$ cat config.mk
export PLATFORM = sky130hd
export DESIGN_NAME = ring_meas_sched
export DESIGN_NICKNAME = d
export VERILOG_FILES = /design/src/rtl/ring_meas_pkg.sv /design/src/rtl/ring_chan_next.sv /design/src/rtl/ring_meas_sched.sv
export SDC_FILE = /design/constraint.sdc
export NUM_CORES = 1
export LEC_CHECK = 0
export ABC_CLOCK_PERIOD_IN_PS = 2400
export BUFFER_PORTS_ARGS = -buffer_cell sky130_fd_sc_hd__buf_2
export CAP_MARGIN = 20
export CORE_ASPECT_RATIO = 1.2
export CORE_UTILIZATION = 29
export CTS_BUF_LIST = sky130_fd_sc_hd__clkbuf_4
export CTS_CLUSTER_SIZE = 8
export DETAILED_ROUTE_END_ITERATION = 8
export GPL_TIMING_DRIVEN = 0
export SLEW_MARGIN = 40
export SYNTH_ARGS = -nofsm -noshare
export SYNTH_HDL_FRONTEND = slang
export SYNTH_SLANG_ARGS = --single-unit
export TNS_END_PERCENT = 10
$ cat constraint.sdc
create_clock -name i_clk -period 2.4 [get_ports i_clk]
set_clock_uncertainty 0.1 [all_clocks]
set_input_delay 0.48 -clock i_clk [delete_from_list [all_inputs] [get_ports i_clk]]
set_output_delay 0.48 -clock i_clk [all_outputs]
set_load 0.05 [all_outputs]
$ cat src/rtl/ring_meas_pkg.sv
// ---------------------------------------------------------------------------
// ring_meas_pkg
// Shared definitions for the ring-oscillator measurement sweep controller:
// the sweep FSM state encoding, width helpers and default timing constants.
// ---------------------------------------------------------------------------
package ring_meas_pkg;

    localparam int DEF_CHANNELS = 5;
    localparam int DEF_GATE     = 1000;
    localparam int DEF_SETTLE   = 4;

    typedef enum logic [2:0] {
        ST_IDLE    = 3'd0,
        ST_CLEAR   = 3'd1,
        ST_GATE    = 3'd2,
        ST_SETTLE  = 3'd3,
        ST_CAPTURE = 3'd4,
        ST_NEXT    = 3'd5,
        ST_HOLD    = 3'd6
    } state_e;

    // Channel index width; a single channel still needs one index bit.
    function automatic int ch_w(input int n);
        return (n < 2) ? 1 : $clog2(n);
    endfunction

    // Down-counter width large enough to hold the longest state length.
    function automatic int cnt_w(input int gate, input int settle);
        return $clog2(((gate > settle) ? gate : settle) + 1);
    endfunction

endpackage

$ cat src/rtl/ring_chan_next.sv
// ---------------------------------------------------------------------------
// ring_chan_next
// Combinational channel finder.
//   mask_i   : channel enable mask
//   idx_i    : current channel index
//   next_o   : next enabled index strictly above idx_i (0 when none)
//   last_o   : 1 when no enabled index lies above idx_i
//   lowest_o : lowest enabled index in mask_i (0 when mask is empty)
// ---------------------------------------------------------------------------
module ring_chan_next #(
    parameter int N = 5,
    parameter int W = 3
) (
    input  logic [N-1:0] mask_i,
    input  logic [W-1:0] idx_i,
    output logic [W-1:0] next_o,
    output logic         last_o,
    output logic [W-1:0] lowest_o
);

    // Scan from the top so the final hit is the lowest qualifying index.
    always_comb begin
        next_o   = '0;
        last_o   = 1'b1;
        lowest_o = '0;
        for (int i = N - 1; i >= 0; i--) begin
            if (mask_i[i]) begin
                lowest_o = W'(i);
                if (W'(i) > idx_i) begin
                    next_o = W'(i);
                    last_o = 1'b0;
                end else begin
                end
            end else begin
            end
        end
    end

endmodule

$ cat src/rtl/ring_meas_sched.sv
// ---------------------------------------------------------------------------
// ring_meas_sched
// Sweep controller for the ring-oscillator measurement array. Serves each
// enabled channel in turn: clear hold, gate window of pGATE clocks, settle,
// then a one-cycle capture strobe.
//   i_clk, i_rst_n : reference clock, async active-low reset
//   i_start        : start a sweep (sampled in IDLE only)
//   i_auto         : restart automatically after the last channel
//   i_hold         : pause between channels
//   i_mask         : channel enables, latched at sweep start
//   o_clr, o_gate  : one-hot counter clear / count enable
//   o_cap, o_chan  : capture strobe and current channel index
//   o_busy, o_done : not-idle flag and end-of-sweep pulse
// All outputs are registered.
// ---------------------------------------------------------------------------
module ring_meas_sched
    import ring_meas_pkg::*;
#(
    parameter int pCHANNELS = DEF_CHANNELS,
    parameter int pGATE     = DEF_GATE,
    parameter int pSETTLE   = DEF_SETTLE
) (
    input  logic                         i_clk,
    input  logic                         i_rst_n,
    input  logic                         i_start,
    input  logic                         i_auto,
    input  logic                         i_hold,
    input  logic [pCHANNELS-1:0]         i_mask,
    output logic [pCHANNELS-1:0]         o_clr,
    output logic [pCHANNELS-1:0]         o_gate,
    output logic                         o_cap,
    output logic [$clog2(pCHANNELS)-1:0] o_chan,
    output logic                         o_busy,
    output logic                         o_done
);

    localparam int CH_W  = ch_w(pCHANNELS);
    localparam int CNT_W = cnt_w(pGATE, pSETTLE);

    localparam logic [CNT_W-1:0]     CNT_ONE   = CNT_W'(1);
    localparam logic [CNT_W-1:0]     GATE_LD   = CNT_W'(pGATE);
    localparam logic [CNT_W-1:0]     SETTLE_LD = CNT_W'(pSETTLE);
    localparam logic [pCHANNELS-1:0] OH_BASE   = pCHANNELS'(1);

    state_e                 state_q, state_d;
    logic [pCHANNELS-1:0]   mask_q, mask_d;
    logic [CNT_W-1:0]       cnt_q, cnt_d;
    logic                   last_q, last_d;
    logic [CH_W-1:0]        chan_d;
    logic                   done_d;

    logic [pCHANNELS-1:0]   find_mask_s;
    logic [CH_W-1:0]        next_idx_s;
    logic [CH_W-1:0]        low_idx_s;
    logic                   last_s;
    logic [pCHANNELS-1:0]   onehot_s;

    // Finder input: the live mask whenever a fresh mask is about to be latched
    // (IDLE, or NEXT after the final channel), otherwise the latched mask.
    always_comb begin
        if ((state_q == ST_IDLE) || ((state_q == ST_NEXT) && last_q)) begin
            find_mask_s = i_mask;
        end else begin
            find_mask_s = mask_q;
        end
    end

    ring_chan_next #(
        .N (pCHANNELS),
        .W (CH_W)
    ) u_find (
        .mask_i   (find_mask_s),
        .idx_i    (o_chan),
        .next_o   (next_idx_s),
        .last_o   (last_s),
        .lowest_o (low_idx_s)
    );

    // Next-state logic; the down-counter is loaded on entry to every timed
    // state and the state exits when the counter reads 1.
    always_comb begin
        state_d = state_q;
        mask_d  = mask_q;
        cnt_d   = cnt_q;
        last_d  = last_q;
        chan_d  = o_chan;
        done_d  = 1'b0;
        case (state_q)
            ST_IDLE: begin
                if (i_start && (i_mask != '0)) begin
                    mask_d  = i_mask;
                    chan_d  = low_idx_s;
                    cnt_d   = SETTLE_LD;
                    state_d = ST_CLEAR;
                end else begin
                    cnt_d   = '0;
                end
            end
            ST_CLEAR: begin
                if (cnt_q == CNT_ONE) begin
                    cnt_d   = GATE_LD;
                    state_d = ST_GATE;
                end else begin
                    cnt_d   = cnt_q - CNT_ONE;
                end
            end
            ST_GATE: begin
                if (cnt_q == CNT_ONE) begin
                    cnt_d   = SETTLE_LD;
                    state_d = ST_SETTLE;
                end else begin
                    cnt_d   = cnt_q - CNT_ONE;
                end
            end
            ST_SETTLE: begin
                if (cnt_q == CNT_ONE) begin
                    cnt_d   = CNT_ONE;
                    state_d = ST_CAPTURE;
                end else begin
                    cnt_d   = cnt_q - CNT_ONE;
                end
            end
            ST_CAPTURE: begin
                // Decide "last channel" here so NEXT can steer the finder
                // to the live mask for the wrap-around.
                last_d  = last_s;
                done_d  = last_s;
                cnt_d   = CNT_ONE;
                state_d = ST_NEXT;
            end
            ST_NEXT: begin
                cnt_d = SETTLE_LD;
                if (!last_q) begin
                    chan_d  = next_idx_s;
                    state_d = i_hold ? ST_HOLD : ST_CLEAR;
                end else if (i_auto) begin
                    mask_d = i_mask;
                    if (i_mask != '0) begin
                        chan_d  = low_idx_s;
                        state_d = i_hold ? ST_HOLD : ST_CLEAR;
                    end else begin
                        state_d = ST_IDLE;
                    end
                end else begin
                    state_d = ST_IDLE;
                end
            end
            ST_HOLD: begin
                if (!i_hold) begin
                    cnt_d   = SETTLE_LD;
                    state_d = ST_CLEAR;
                end else begin
                    cnt_d   = SETTLE_LD;
                end
            end
            default: begin
                cnt_d   = '0;
                state_d = ST_IDLE;
            end
        endcase
    end

    assign onehot_s = OH_BASE << chan_d;

    // State, counter and registered outputs; outputs are decoded from the
    // next state so they line up with the state they belong to.
    always_ff @(posedge i_clk or negedge i_rst_n) begin
        if (!i_rst_n) begin
            state_q <= ST_IDLE;
            mask_q  <= '0;
            cnt_q   <= '0;
            last_q  <= 1'b0;
            o_chan  <= '0;
            o_clr   <= '0;
            o_gate  <= '0;
            o_cap   <= 1'b0;
            o_busy  <= 1'b0;
            o_done  <= 1'b0;
        end else begin
            state_q <= state_d;
            mask_q  <= mask_d;
            cnt_q   <= cnt_d;
            last_q  <= last_d;
            o_chan  <= chan_d;
            o_clr   <= (state_d == ST_CLEAR) ? onehot_s : '0;
            o_gate  <= (state_d == ST_GATE)  ? onehot_s : '0;
            o_cap   <= (state_d == ST_CAPTURE);
            o_busy  <= (state_d != ST_IDLE);
            o_done  <= done_d;
        end
    end

endmodule

==> Word level (Yosys, flattened, before mapping) <==
Cells that the tools add are included.
{ "totals": {"out_inout_bits": 16, "regBits": 35, "n_memories": 0, "rom_bits": 0, "input_bits": 10, "wordCells": 92, "ram_bits": 0, "latchBits": 0} }
{ "op_classes": {"order_cmp": 5, "n_reduce_logical": 9, "multipliers": 0, "n_addsub": 1, "n_eq_ne": 13, "shifts": 1, "div": 0, "bitwise_logic": 0, "n_mux": 53} }
{ "ops": {"columns": ["cell", "n"], "rows": [
  ["3-bit two-way mux", 29],
  ["10-bit case mux with 6 select lines", 1],
  ["10-bit two-way mux", 3],
  ["5-bit two-way mux", 6],
  ["3-bit case mux with 7 select lines", 1],
  ["3-bit equality test, second input constant", 4],
  ["1-bit two-way mux", 11],
  ["10-bit by 1-bit equality test with 1-bit output, second input constant", 1],
  ["5-bit case mux with 2 select lines", 1],
  ["10-bit by 1-bit subtractor with 10-bit output, second input constant", 1],
  ["3-bit by 2-bit equality test with 1-bit output, second input constant", 3],
  ["3-bit by 1-bit equality test with 1-bit output, second input constant", 2],
  ["1-bit by 3-bit > comparator with 1-bit output, first input constant", 2],
  ["2-bit by 3-bit > comparator with 1-bit output, first input constant", 2],
  ["3-bit case mux with 2 select lines", 1],
  ["5-bit nonzero test", 1],
  ["1-bit by 3-bit left shift with 5-bit output, first input constant", 1],
  ["2-bit != test, second input constant", 2],
  ["4-bit AND reduction", 1],
  ["3-bit > comparator, first input constant", 1],
  ["3-bit zero test", 1],
  ["3-bit nonzero test", 1],
  ["1-bit logical AND", 2],
  ["2-bit by 1-bit != test with 1-bit output, second input constant", 1],
  ["other kinds (3)", 3]
]} }

==> Logic depth before layout (Yosys ltp) <==
{ "logic_depth": {"depth_word": 17, "depth_mapped": 10, "depth_no_buf": 8} }

==> By module <==
From an unflattened synthesis, not the netlist that was laid out.
{ "unflattened": {"cells_unflattened": 190, "hier_area_um2": 2044.5} }
{ "modules_own_cells": {"columns": ["mod", "instances", "cells_per_inst", "area_per_inst_um2"], "rows": [
  ["ring_meas_sched", 1, 172, 1924.3],
  ["ring_chan_next", 1, 18, 120.1]
]} }

==> Least setup slack after synthesis <==
Ideal clock, no wire load.
{ "synth_timing": {"path_type": "reg-to-reg", "from": "reg cnt_q[7]", "to": "reg o_clr[3]", "slack_ns": 0.053, "stages_incl_launch_ff": 9, "path_buffers": 1, "setup_ns": 0.067, "t_arrival_ns": 2.179, "path_cell_list": "dfrtp_1 > nor4_2 > and3_1 > buf_4 > mux2_1 > o221a_2 > nor3_2 > nand2_2 > and3b_1"} }
{ "synth_between": {"elab_chain_cells": 5, "word_cells_on_any_way": 7, "cone_classes": "eq/ne (2); mux (5)"} }
{ "synth_lines": {"columns": ["item", "line", "source"], "rows": [
  ["from (decl)", "ring_meas_sched.sv:47", "logic [CNT_W-1:0] cnt_q, cnt_d;"],
  ["from (signal assigned)", "ring_meas_sched.sv:182", "cnt_q <= cnt_d;"],
  ["10-bit by 1-bit equality test with 1-bit output *", "ring_meas_sched.sv:100, ring_meas_sched.sv:108, ring_meas_sched.sv:116", null],
  ["3-bit two-way mux (on tied branches)", "ring_meas_sched.sv:116, ring_meas_sched.sv:100, ring_meas_sched.sv:108", null],
  ["3-bit case mux with 7 select lines *", "ring_meas_sched.sv:88", "case (state_q)"],
  ["3-bit by 1-bit equality test with 1-bit output *", "ring_meas_sched.sv:185", "o_clr <= (state_d == ST_CLEAR) ? onehot_s : '0;"],
  ["5-bit two-way mux *", "ring_meas_sched.sv:185", null],
  ["to (signal assigned)", "ring_meas_sched.sv:185", null],
  ["to (decl)", "ring_meas_sched.sv:29", "output logic [pCHANNELS-1:0] o_clr,"]
]} }
Every way passes the cells marked *; elsewhere a longest branch is shown, timed or not.
A chain may end at the register's enable or synchronous reset.

==> Final worst setup path <==
{ "layout_timing": {"from": "reg cnt_q[2]", "to": "reg o_clr[3]"} }
Same word-level chain as after synthesis.

==> impl_metrics.json <==
{
  "synthTopCellsByArea": "dfrtp_1, a21oi_1, nor3b_2, nor4_2, nand2_1",
  "die_area_sq_mm": 0.007788,
  "stdcell_count": 341,
  "setup_ws_ns": 0.04526,
  "synth-simple-area-share_pct": 28.36,
  "grt_pass1_vias": 1674,
  "wl_microns": 4893,
  "rows": 34,
  "endpoint": "o_clr[3]",
  "synth_edf_count": 0,
  "wl_per_cell_microns": 14.35,
  "placed_area_sq_mm": 0.002395,
  "grt.overflow.total": 0,
  "clk_path_buf_depth": 2,
  "arrival_ns": 2.55,
  "cp.required_ns": 2.59,
  "synth_top_family_by_area": "simple AND/OR/NAND/NOR gates",
  "fin_crit_sh_pct": 98.11,
  "hold_viol": 0,
  "tightest_slew_ns": 0.4459,
  "holdWs_ns": 0.2970,
  "crit_path_start": "cnt_q[2]",
  "grt_max_degree": 36,
  "drt_iter0_markers": 73,
  "synth_mux_area_share_pct": 1.566,
  "reg2reg_slack_ns": 0.05,
  "synth-compound-area-share_pct": 19.61,
  "grt_pass1_wl_microns": 8045,
  "path_class": "reg -> reg",
  "maxSlewViolCount": 0,
  "p_leak_nw": 1.157,
  "place.port_buffers": 25,
  "dp_cells": 325,
  "start_util_pct": 29.83,
  "nets": 262,
  "core_area_sq_mm": 0.007232,
  "fin_crit_ns": 2.355,
  "yosysTopAreaCellShare_pct": 40.60,
  "antenna_cells": 0,
  "synth-xor-area-share_pct": 3.248,
  "fillers": 758,
  "syn_area_sq_mm": 0.002157,
  "clock_sinks": 35,
  "timing.rr.end": "o_clr[3]",
  "num_vias": 1748,
  "clockRootBuffer": "clkbuf_4",
  "end_kind": "flip-flop",
  "ys_ff_latch": 35,
  "drv_cap": 0,
  "max-vdd-ir-drop_v": 0.0004785,
  "rsz0062_at_grt": "true",
  "yosysWarnings": 0,
  "max_freq_mhz": 424.7,
  "tns_ns": 0,
  "dp_hpwl_microns": 3358,
  "start_kind": "flip-flop",
  "cts_buffers": 5,
  "die_w_microns": 80.73,
  "synthArstFlopShare_pct": 100.0,
  "syn-num-nets": 222,
  "yosysSeqAreaShare_pct": 40.60,
  "worstHoldPathType": "in -> reg",
  "r2r_cells": 8,
  "synth_top_cell_by_area": "dfrtp_1",
  "finish.instance_area_sq_mm": 0.002601,
  "vias_per_cell": 5.126,
  "drc": 0,
  "htreeDepth": 2,
  "gp_congestion": 0.7685,
  "synthCells": 210,
  "powerDensity_mw_per_mm2": 1262,
  "antenna_found_initial": 0,
  "clkLatencyLatePin_ns": 0.35,
  "ys.flop_type": "dfrtp_1",
  "finalSetupViolCount": 0,
  "synth_area_per_cell_sq_um": 10.27,
  "die_h_microns": 96.48,
  "r2r-start": "cnt_q[2]",
  "final_util_pct": 35.97,
  "firstDrtPassIters": 4,
  "run_status": "completed",
  "worstPathMaxFanout": 6,
  "ys_types": 70,
  "synthAdderAreaFrac_pct": 1.160,
  "grt_use_total_pct": 13.55,
  "area_growth_pct": 20.59,
  "clkTransAtPathRegs_ns": 0.12,
  "cts_tree": "yes",
  "pre_cts_ws_ns": -0.1578,
  "total_power_mw": 3.282,
  "drive_gt1_share_pct": 37.85,
  "final_antenna_net_count": 0,
  "ioPinCount": 26,
  "slew_headroom_pct": 70.08
}
-- where the power goes --
group / leakage, nW / switching (mW) / total [mW] / internal [mW]
Sequential: 0.447 / 0.180 / 0.970 / 0.790
Clock: 0.0452 / 0.221 / 0.440 / 0.219
Combinational: 0.665 / 1.09 / 1.87 / 0.781
-- timing repair --
item / 4_1_cts / 5_1_grt
hold buffers: 0 / 1
hold endpoints to repair: 0 / 24
endpoints found under the setup margin: 10 / 13
buffers inserted: 3 / 4
gates cloned: 0 / 0
resized for setup: 5 / 10
pin swaps: 2 / 4
-- worst max-delay path: stages (launching register included) --
cell and delay (ns):
dfrtp_2 0.46, nor4_4 0.32, and3_4 0.22, buf_6 0.11
mux2_4 0.30, o221a_4 0.27, nor3_4 0.19, nand2_2 0.11
and3b_1 0.21
-- final cells by class --
class | count | area, sq um | share of cell area (%)
clock buffers | 5 | 37.54 | 1.443
inverters | 10 | 37.54 | 1.443
well taps | 90 | 112.6 | 4.329
multi-input cells | 154 | 1215 | 46.71
flip-flops and latches | 35 | 880.8 | 33.86
plain buffers | 11 | 83.83 | 3.223
clock inverters | 3 | 43.79 | 1.684
repair buffers | 33 | 190.2 | 7.311
-- registers in the layout, summed over array words and instances (netlist names) --
signal   count
cnt_q       10
last_q       1
mask_q       5
o_busy       1
o_cap        1
o_chan       3
o_clr        5
o_done       1
o_gate       5
state_q      3
-- synthesized netlist by cell type (2+ instances only) --
master    instances
nand4_1           2
o22ai_1           2
nor3_1            7
dfrtp_1          35
o21bai_1          2
inv_1             9
nand2_2           2
buf_4             3
nor2_1           12
nand2_1          13
buf_6             3
buf_2             4
xnor2_1           3
mux2_2            2
and3_1            3
a21o_1            2
o21a_1            2
and4bb_2          2
a22oi_1           2
ha_1              2
nor4bb_1          2
o221a_2           2
xor2_1            5
nand2b_1          3
nor4_2            4
or3_1             4
o21ai_1           5
nor2b_1           4
a21oi_1          14
nor3b_2           4
o21ai_0           8
nand3_1           5
-- routing by layer --
layer	global-route usage (%)	vias up	wire, microns
met5	0	-	0
met4	5.804	0	85
met3	2.911	8	201
met2	21.26	39	2302
met1	17.94	854	2303
li1	-	847	-
-- layout by cell type, fill, tap and decap left out, types with 3 or more instances in the layout --
cell type and count:
a21oi_1 14, buf_2 28, buf_4 10, buf_6 4, clkbuf_4 5, dfrtp_1 31
dfrtp_2 4, inv_1 9, nand2_1 13, nand2b_1 3, nand3_1 5, nor2_1 10
nor2b_1 4, nor3_1 7, nor3b_2 4, nor4_4 3, o21ai_0 7, o21ai_1 6
or3_1 4, xnor2_1 3, xor2_1 5
-- worst min path at each step --
stage	startpoint	to	slack, ns	depth (start not counted)
floorplan	i_rst_n	cnt_q[0]	0.08	0
global placement	mask_q[0]	mask_q[0]	0.42	1
detailed placement	mask_q[0]	mask_q[0]	0.43	1
CTS	i_rst_n	o_clr[0]	0.12	1
global route	i_mask[4]	mask_q[4]	0.32	3
finish	i_mask[4]	mask_q[4]	0.30	3
-- cell families (layout without fill, tap and decap cells) --
logic type	after synthesis	count (layout)
and+or+nand+nor	85	85
AOI/OAI and AO/OA	56	56
DFF	35	35
buffers and inverters	21	62
xor gates and xnor gates	8	8
muxes	3	3
adders and majority gates	2	2
Note: power is estimated with default switching activity, not from simulation.
